<file path="src/rtl/wb_rr_arbiter_pkg.sv">
// Shared definitions for the two-master Wishbone round-robin arbiter.
//   arb_state_t      - grant FSM encoding (IDLE / GNT0 / GNT1)
//   TIMEOUT_DEFAULT  - default watchdog limit in cycles (0 disables it)
package wb_rr_arbiter_pkg;

    typedef enum logic [1:0] {
        IDLE = 2'd0,
        GNT0 = 2'd1,
        GNT1 = 2'd2
    } arb_state_t;

    localparam int TIMEOUT_DEFAULT = 255;

endpackage

</file>
<file path="src/rtl/wb_arb_watchdog.sv">
// Stall watchdog for the arbiter's shared slave port.
// Counts cycles in which the granted master strobes without an ack and
// pulses timeout for one cycle when the count has reached TIMEOUT.
//   clk, rst  - clock, asynchronous active-low reset
//   clr       - clear the counter (no strobe, ack seen, or not granted)
//   en        - count this cycle (granted strobe waiting for ack)
//   timeout   - one-cycle pulse, never asserted while TIMEOUT == 0
module wb_arb_watchdog #(
    parameter int TIMEOUT = 255
) (
    input  logic clk,
    input  logic rst,
    input  logic clr,
    input  logic en,
    output logic timeout
);

    // Width must be at least one bit even when the watchdog is disabled.
    localparam int CNT_W = (TIMEOUT > 0) ? $clog2(TIMEOUT + 1) : 1;

    logic [CNT_W-1:0] cnt;

    // The pulse is qualified with en so an ack in the same cycle wins.
    assign timeout = (TIMEOUT != 0) && en && (cnt == CNT_W'(TIMEOUT));

    always_ff @(posedge clk or negedge rst) begin
        if (!rst) begin
            cnt <= '0;
        end else if (clr || timeout) begin
            cnt <= '0;
        end else if (en) begin
            cnt <= cnt + CNT_W'(1);
        end
    end

endmodule

</file>
<file path="src/rtl/wb_rr_arbiter.sv">
// Two-master round-robin arbiter sharing one Wishbone master port.
// The grant is registered and held for the whole cyc span, so bursts are
// atomic; a watchdog ends a stalled access with a one-cycle err pulse.
//   clk, rst            - clock, asynchronous active-low reset
//   m0_* / m1_*         - master-side Wishbone ports (adr, dat, sel, we,
//                         cyc, stb in; dat, ack, err out)
//   s_*                 - shared slave-side port (adr, dat, sel, we, cyc,
//                         stb out; dat, ack in)
module wb_rr_arbiter
    import wb_rr_arbiter_pkg::*;
#(
    parameter int ADR_W   = 32,
    parameter int DAT_W   = 32,
    parameter int TIMEOUT = TIMEOUT_DEFAULT
) (
    input  logic               clk,
    input  logic               rst,
    input  logic [ADR_W-1:0]   m0_adr_i,
    input  logic [DAT_W-1:0]   m0_dat_i,
    output logic [DAT_W-1:0]   m0_dat_o,
    input  logic [DAT_W/8-1:0] m0_sel_i,
    input  logic               m0_we_i,
    input  logic               m0_cyc_i,
    input  logic               m0_stb_i,
    output logic               m0_ack_o,
    output logic               m0_err_o,
    input  logic [ADR_W-1:0]   m1_adr_i,
    input  logic [DAT_W-1:0]   m1_dat_i,
    output logic [DAT_W-1:0]   m1_dat_o,
    input  logic [DAT_W/8-1:0] m1_sel_i,
    input  logic               m1_we_i,
    input  logic               m1_cyc_i,
    input  logic               m1_stb_i,
    output logic               m1_ack_o,
    output logic               m1_err_o,
    output logic [ADR_W-1:0]   s_adr_o,
    output logic [DAT_W-1:0]   s_dat_o,
    output logic [DAT_W/8-1:0] s_sel_o,
    output logic               s_we_o,
    output logic               s_cyc_o,
    output logic               s_stb_o,
    input  logic [DAT_W-1:0]   s_dat_i,
    input  logic               s_ack_i
);

    arb_state_t state, state_nxt;
    logic       last, last_nxt;     // index of the master served most recently
    logic       gnt_stb;
    logic       wd_en;
    logic       timeout;

    always_ff @(posedge clk or negedge rst) begin
        if (!rst) begin
            state <= IDLE;
            last  <= 1'b1;
        end else begin
            state <= state_nxt;
            last  <= last_nxt;
        end
    end

    // Grant FSM. Leaving a grant always passes through IDLE, which gives
    // the mandatory idle cycle between two masters' accesses.
    always_comb begin
        state_nxt = state;
        last_nxt  = last;
        case (state)
            IDLE: begin
                if (m0_cyc_i && (!m1_cyc_i || last)) begin
                    state_nxt = GNT0;
                end else if (m1_cyc_i && (!m0_cyc_i || !last)) begin
                    state_nxt = GNT1;
                end
            end
            GNT0: begin
                if (!m0_cyc_i) begin
                    state_nxt = IDLE;
                    last_nxt  = 1'b0;
                end
            end
            GNT1: begin
                if (!m1_cyc_i) begin
                    state_nxt = IDLE;
                    last_nxt  = 1'b1;
                end
            end
            default: state_nxt = IDLE;
        endcase
    end

    assign gnt_stb = ((state == GNT0) && m0_stb_i) || ((state == GNT1) && m1_stb_i);
    assign wd_en   = gnt_stb && !s_ack_i;

    wb_arb_watchdog #(
        .TIMEOUT (TIMEOUT)
    ) u_watchdog (
        .clk     (clk),
        .rst     (rst),
        .clr     (!wd_en),
        .en      (wd_en),
        .timeout (timeout)
    );

    assign m0_dat_o = s_dat_i;
    assign m1_dat_o = s_dat_i;

    // Output mux. Ack is qualified with the master's strobe so a late ack
    // arriving after a watchdog abort (master has dropped stb) is dropped.
    always_comb begin
        s_adr_o  = '0;
        s_dat_o  = '0;
        s_sel_o  = '0;
        s_we_o   = 1'b0;
        s_cyc_o  = 1'b0;
        s_stb_o  = 1'b0;
        m0_ack_o = 1'b0;
        m0_err_o = 1'b0;
        m1_ack_o = 1'b0;
        m1_err_o = 1'b0;
        case (state)
            GNT0: begin
                s_adr_o  = m0_adr_i;
                s_dat_o  = m0_dat_i;
                s_sel_o  = m0_sel_i;
                s_we_o   = m0_we_i;
                s_cyc_o  = m0_cyc_i;
                s_stb_o  = m0_stb_i && !timeout;
                m0_ack_o = s_ack_i && m0_stb_i;
                m0_err_o = timeout;
            end
            GNT1: begin
                s_adr_o  = m1_adr_i;
                s_dat_o  = m1_dat_i;
                s_sel_o  = m1_sel_i;
                s_we_o   = m1_we_i;
                s_cyc_o  = m1_cyc_i;
                s_stb_o  = m1_stb_i && !timeout;
                m1_ack_o = s_ack_i && m1_stb_i;
                m1_err_o = timeout;
            end
            default: ;
        endcase
    end

endmodule

</file>
<file path="config.mk">
export PLATFORM = sky130hd
export DESIGN_NAME = wb_rr_arbiter
export DESIGN_NICKNAME = d
export VERILOG_FILES = /design/src/rtl/wb_rr_arbiter_pkg.sv /design/src/rtl/wb_arb_watchdog.sv /design/src/rtl/wb_rr_arbiter.sv
export SDC_FILE = /design/constraint.sdc
export NUM_CORES = 1
export LEC_CHECK = 0
export ABC_AREA = 1
export CORE_AREA = 5 5 119 121
export DETAILED_ROUTE_END_ITERATION = 10
export DIE_AREA = 0 0 124 126
export HOLD_SLACK_MARGIN = 0.1
export SYNTH_ARGS = -nofsm -noshare
export SYNTH_HDL_FRONTEND = slang
export SYNTH_SLANG_ARGS = --single-unit
export TNS_END_PERCENT = 1
</file>
<file path="constraint.sdc">
create_clock -name clk -period 3.6 [get_ports clk]
set_input_delay 0.9 -clock clk [delete_from_list [all_inputs] [get_ports clk]]
set_output_delay 0.9 -clock clk [all_outputs]
set_load 0.01 [all_outputs]
</file>
==> flow_metrics.env, run 1 <==
export IMPL_synth_compound_area_share_pct=17.61
export IMPL_seq_area_frac_synth_pct=12.72
export IMPL_crit_required_ns=2.70
export IMPL_powerDensity_mw_per_mm2=534.8
export IMPL_min_period_over_period_pct=90.73
export IMPL_dieArea_sq_mm=0.01562
export IMPL_io_buffers=219
export IMPL_relSlewSlack_pct=65.38
export IMPL_path_class="in -> out"
export IMPL_die_w_microns=124
export IMPL_crit_path_end_kind="output pin"
export IMPL_peakVddDrop_mv=0.7179
export IMPL_clockBufferDepth=2
export IMPL_critPathArrivalTime_ns=2.37
export IMPL_grt_pass1_vias=2950
export IMPL_ant_nets=0
export IMPL_skew_ns=0.005988
export IMPL_grt_pass1_wl_mm=15.40
export IMPL_synth_mux_area_share_pct=0
export IMPL_p_leak_nw=1.455
export IMPL_vias_per_cell=4.077
export IMPL_cap_violations=0
export IMPL_coreArea_sq_mm=0.01298
export IMPL_hold_viol_final=0
export IMPL_max_freq_mhz=306.2
export IMPL_synth_net_count=573
export IMPL_synth_simple_area_share_pct=36.13
export IMPL_syn_area_per_cell_sq_um=5.547
export IMPL_cts_tree="built"
export IMPL_rsz0062_at_grt="false"
export IMPL_yosys_area_share_adder_pct=2.301
export IMPL_grt_ovfl_total=0
export IMPL_grt_usage_pct=12.02
export IMPL_path_max_fanout=4
export IMPL_post_route_util_pct=31.71
export IMPL_hpwlAfterDp_mm=8.674
export IMPL_root_buffer="clkbuf_16"
export IMPL_syn_inst=392
export IMPL_die_y_microns=126
export IMPL_finalNetCount=716
export IMPL_top_level_ports=316
export IMPL_synth_top_area_share_pct=28.31
export IMPL_ys_top_cells_by_area="nand2_1 28%, buf_4 23%, a21oi_1 16%"
export IMPL_timing_final_ws_setup_ns=0.3339
export IMPL_status="completed"
export IMPL_tns_ns=0
export IMPL_cts_repair_resize_count=0
export IMPL_pre_cts_slack_ns=0.3389
export IMPL_start_util_pct=16.75
export IMPL_yosys_register_bits=11
export IMPL_finalSetupViolCount=0
export IMPL_drtPass1Iterations=4
export IMPL_antenna_found_initial=0
export IMPL_wl_mm=10.37
export IMPL_drt_iter0_drc=94
export IMPL_clock_sinks=11
export IMPL_dr_total_vias=2895
export IMPL_cts_buffers_inserted=3
export IMPL_critPathLaunchType="input pin"
export IMPL_cts_setup_buffers=0
export IMPL_slowest_stage="clkdlybuf4s50_1"
export IMPL_antenna_cells=0
export IMPL_grt_start_max_net_pins=44
export IMPL_synth_xor_area_share_pct=0.8055
export IMPL_htreeDepth=1
export IMPL_fin_crit_ns=3.266
export IMPL_rows=42
export IMPL_clock_latency_ns=0.24
export IMPL_synth_top_family_by_area="simple AND/OR/NAND/NOR gates"
export IMPL_drive_above_1_share_pct=4.869
export IMPL_area_growth_pct=89.30
export IMPL_max_stage_delay_ns=0.56
export IMPL_hp_class="reg -> reg"
export IMPL_cts_clk_slew_worst_paths_ns=0.04
export IMPL_yosysWarnings=0
export IMPL_slew_violations=0
export IMPL_tightest_slew_ns=0.5177
export IMPL_gp_congestion=0.7613
export IMPL_syn_area_sq_mm=0.002175
export IMPL_hold_buffers=0
export IMPL_wire_per_inst_microns=14.60
export IMPL_crit_chain="clkdlybuf4s50_1 -> nand2_2 -> nand2_2 -> nand2_4 -> nor3_2 -> clkdlybuf4s50_1"
export IMPL_drc_errors=0
export IMPL_post_synth_top_area_cell="nand2_1"
export IMPL_synth_distinct_cells=24
through the flow:
step | instances | hold WS, ns | instance area (sq um) | power, W
after floorplan | 392 | 0.4505 | 2175 | 0.001180
after global placement | 706 | 0.4664 | 4036 | 0.001992
after detailed placement | 706 | 0.4896 | 4036 | 0.002014
after CTS | 710 | 0.4972 | 4116 | 0.002232
after global routing | 710 | 0.5257 | 4116 | 0.002388
final | 710 | 0.4860 | 4116 | 0.002202
layout make-up:
class	instances	area, sq um
fillers	1403	8864
inverters	16	61.31
clock inverters	1	5.005
flip-flops and latches	11	276.5
repair buffers	225	2237
well taps	176	220.2
clock buffers	3	75.07
multi-input cells	278	1241
cell families (layout without fill, tap and decap cells):
family	count (synthesis)	count (layout)
compound gates	76	76
xor+xnor	2	2
fa+ha+maj	4	4
buf+inv	103	245
flops	11	11
simple gates	196	196
flip-flops by register name, indices dropped and copies added, names as in the netlist:
register / count
u_watchdog.cnt: 8
state: 2
last: 1
layout by cell type (no fill, tap or decap), drive strengths merged:
cell,instances
clkdlybuf4s50,219
nor3,2
a21oi,70
o21bai,1
clkinv,2
nand2,170
ha,4
inv,15
nor2,20
nand3,4
xor2,1
buf,6
dfrtp,10
o21ai,5
clkbuf,3
xnor2,1
dfstp,1
final timing paths:
kind | from | end | slack, ns | depth (start not counted)
min in group asynchronous | rst | state[0] | 1.00 | 1
max in group asynchronous | rst | last | 2.24 | 1
min reg2reg | u_watchdog.cnt[0] | u_watchdog.cnt[0] | 0.49 | 1
max | m0_stb_i | m0_err_o | 0.33 | 6
max reg2reg | state[0] | u_watchdog.cnt[4] | 1.98 | 9
min | u_watchdog.cnt[0] | u_watchdog.cnt[0] | 0.49 | 1
cells in the mapped netlist (all sizes together):
cell type,number
o21bai,1
dfstp,1
nand3,4
ha,4
nor3,2
a21oi,70
dfrtp,10
xor2,1
nor2,20
clkbuf,7
buf,80
inv,15
xnor2,1
clkinv,1
o21ai,5
nand2,170
layer usage:
layer / vias to the layer above / global-route usage [%] / part of all wire (%)
li1: 1443 / - / -
met1: 1267 / 13.81 / 38
met2: 173 / 21.13 / 48
met3: 12 / 4.619 / 13
met4: 0 / 2.320 / 1.5
met5: - / 0 / 0
worst max-delay path: cells and delay by family:
family	cells	cell delay, ns
buf+inv	2	1.06
simple gates	4	0.41
power by group:
group	switching [W]	leakage (nW)	internal (W)
sequential	0.0000145	0.148	0.000147
combinational	0.00101	1.27	0.000828
clock	0.0000573	0.0409	0.000147
No activity file was read; power rests on OpenSTA's default activity.
==> run 2: changes to the inputs <==
--- a/config.mk
+++ b/config.mk
@@ -7,6 +7,7 @@
 export LEC_CHECK = 0
 export ABC_AREA = 1
 export CORE_AREA = 5 5 119 121
+export CTS_BUF_LIST = sky130_fd_sc_hd__clkbuf_16
 export DETAILED_ROUTE_END_ITERATION = 10
 export DIE_AREA = 0 0 124 126
 export HOLD_SLACK_MARGIN = 0.1
==> results of run 2 <==
The final DEF is identical to that of run 1; final timing and power are the same.
==> run 3: changes to the inputs <==
==> constraint.sdc (replaced) <==
create_clock -name clk -period 3.6 [get_ports clk]
set_input_delay 0.9 -clock clk [delete_from_list [all_inputs] [get_ports clk]]
set_output_delay 0.9 -clock clk [all_outputs]
set_load 0.05 [all_outputs]
==> run 3 against run 2 <==
  * Setup slack better by 0.23 ns
  * Via count up 0.97%
  * Core utilization down 1.2 points
  * Global-route usage down 0.20 points
  * Routed wire length up 0.13%
  * First-iteration DRC count up 18%
  * Largest power group unchanged
  * Largest cell class unchanged
  * Non-clock buffer count up 1
  * Clock skew down 0.0047 ns
  * Sequential power about the same
  * Final cell count up 0.14%
  * Total power up 36%
  * Hold slack better by 0.0035 ns
==> flow_metrics.env, run 3 (synthesized netlist as in run 1, its figures left out) <==
export IMPL_status="completed"
export IMPL_ant_nets=0
export IMPL_top_regs="u_watchdog.cnt (8), state (2), last (1)"
export IMPL_hold_buffers=0
export IMPL_finalSetupViolCount=0
export IMPL_regArea_sq_um=276.5
export IMPL_path_class="reg -> out"
export IMPL_internal_power_w=0.001064
export IMPL_clock_latency_ns=0.23
export IMPL_rsz0062_at_grt="false"
export IMPL_clkPwrFrac_pct=6.5
export IMPL_drc_errors=0
export IMPL_largest_register_ffs=8
export IMPL_p_leak_nw=1.613
export IMPL_critPathLaunchType="flip-flop"
export IMPL_grt_ovfl_total=0
export IMPL_pwr_share_comb_pct=88.1
export IMPL_timing_rr_end="state[0]"
export IMPL_start_util_pct=16.75
export IMPL_cap_violations=0
export IMPL_endpoint="s_dat_o[22]"
export IMPL_final_cell_mix="164 x nand2_1, 144 x clkdlybuf4s50_1, 80 x buf_4"
export IMPL_wire_per_inst_microns=14.60
export IMPL_min_period_over_period_pct=84.31
export IMPL_path_max_fanout=20
export IMPL_fin_hold_ws_ns=0.4895
export IMPL_hold_viol_final=0
export IMPL_grt_pass1_wl_mm=14.99
export IMPL_cts_buffers_inserted=3
export IMPL_dr_total_vias=2923
export IMPL_post_route_util_pct=30.51
export IMPL_finalNetCount=717
export IMPL_placed_cells=707
export IMPL_switching_power_w=0.001937
export IMPL_cts_repair_resize_count=0
export IMPL_regMostFlops="u_watchdog.cnt"
export IMPL_hpwlAfterDp_mm=8.559
export IMPL_slew_violations=0
export IMPL_switching_share_pct=64.55
export IMPL_rr_worst_depth=10
export IMPL_layoutNonFillerInstCount=711
export IMPL_seqPwrFrac_pct=5.4
export IMPL_wl_mm=10.38
export IMPL_regToRegStartpoint="state[1]"
export IMPL_drt_iter0_drc=111
export IMPL_skew_ns=0.001308
export IMPL_hp_class="reg -> reg"
export IMPL_gp_congestion=0.8219
export IMPL_dieArea_sq_mm=0.01562
export IMPL_drive_above_1_share_pct=18.88
export IMPL_drtPass1Iterations=4
export IMPL_tns_ns=0
export IMPL_clockBufferDepth=2
export IMPL_tightest_slew_ns=0.4842
export IMPL_crit_path_end_kind="output pin"
export IMPL_top_level_ports=316
export IMPL_vias_per_cell=4.111
export IMPL_multi_input_area_sq_mm=0.001241
export IMPL_grt_start_max_net_pins=45
export IMPL_die_w_microns=124
export IMPL_crit_required_ns=2.70
export IMPL_coreArea_sq_mm=0.01298
export IMPL_fin_crit_ns=3.035
export IMPL_relSlewSlack_pct=67.62
export IMPL_rrSetupSlack_ns=1.79
export IMPL_max_freq_mhz=329.5
export IMPL_area_growth_pct=82.11
export IMPL_clock_sinks=11
export IMPL_grt_usage_pct=11.82
export IMPL_critPathArrivalTime_ns=2.14
export IMPL_antenna_cells=0
export IMPL_rows=42
export IMPL_layout_commonest_cell="nand2_1"
export IMPL_finalPower_w=0.003001
export IMPL_die_y_microns=126
export IMPL_cts_setup_buffers=0
export IMPL_cts_clk_slew_worst_paths_ns=0.04
export IMPL_powerDensity_mw_per_mm2=757.9
export IMPL_grt_pass1_vias=2906
export IMPL_crit_start="state[1]"
export IMPL_antenna_found_initial=0
export IMPL_htreeDepth=1
export IMPL_io_buffers=219
export IMPL_fill_cells=1426
export IMPL_cts_tree="built"
export IMPL_root_buffer="clkbuf_16"
export IMPL_peakVddDrop_mv=0.3341
## run 3: worst max-delay path, stage by stage, from the launching register on
cell,delay [ns]
dfrtp_1,0.40
inv_1,0.09
ha_2,0.47
buf_4,0.31
nand2_1,0.07
a21oi_1,0.29
buf_4,0.26
## run 3: power groups by stage
stage	logic [W]	clock network [W]	registers [W]
3_5_place_dp	0.00268	0	0.000163
2_1_floorplan	0.00198	0	0.000159
6_report	0.00264	0.000196	0.000162
3_3_place_gp	0.00265	0	0.000163
4_1_cts	0.00269	0.000199	0.000163
5_1_grt	0.00284	0.000207	0.000164
## run 3: worst min path at each step
stage	startpoint	to	depth (start not counted)
after CTS	u_watchdog.cnt[0]	u_watchdog.cnt[0]	1
final	u_watchdog.cnt[0]	u_watchdog.cnt[0]	1
after floorplan	u_watchdog.cnt[0]	u_watchdog.cnt[0]	1
after detailed placement	u_watchdog.cnt[0]	u_watchdog.cnt[0]	1
after global routing	u_watchdog.cnt[0]	u_watchdog.cnt[0]	1
after global placement	u_watchdog.cnt[0]	u_watchdog.cnt[0]	1
## run 3: stage by stage
step	cell area, sq um	setup slack, ns
finish	3960	0.5650
detailed placement	3881	0.6804
CTS	3960	0.5259
floorplan	2175	0.9020
global placement	3881	0.6887
global route	3960	0.3378
## run 3: final cells by class
type,count,share of cell area (%)
inverter,16,1.548
sequential,11,6.983
clock buffer,3,1.896
tap,176,5.561
timing repair buffer,226,52.58
multi-input combinational,278,31.34
clock inverter,1,0.09479
## run 3: routing by layer
metal / global-route usage (%) / part of all wire [%]
met1: 13.74 / 38
met2: 21.13 / 48
met3: 4.260 / 13
met4: 1.611 / 1.1
met5: 0 / 0
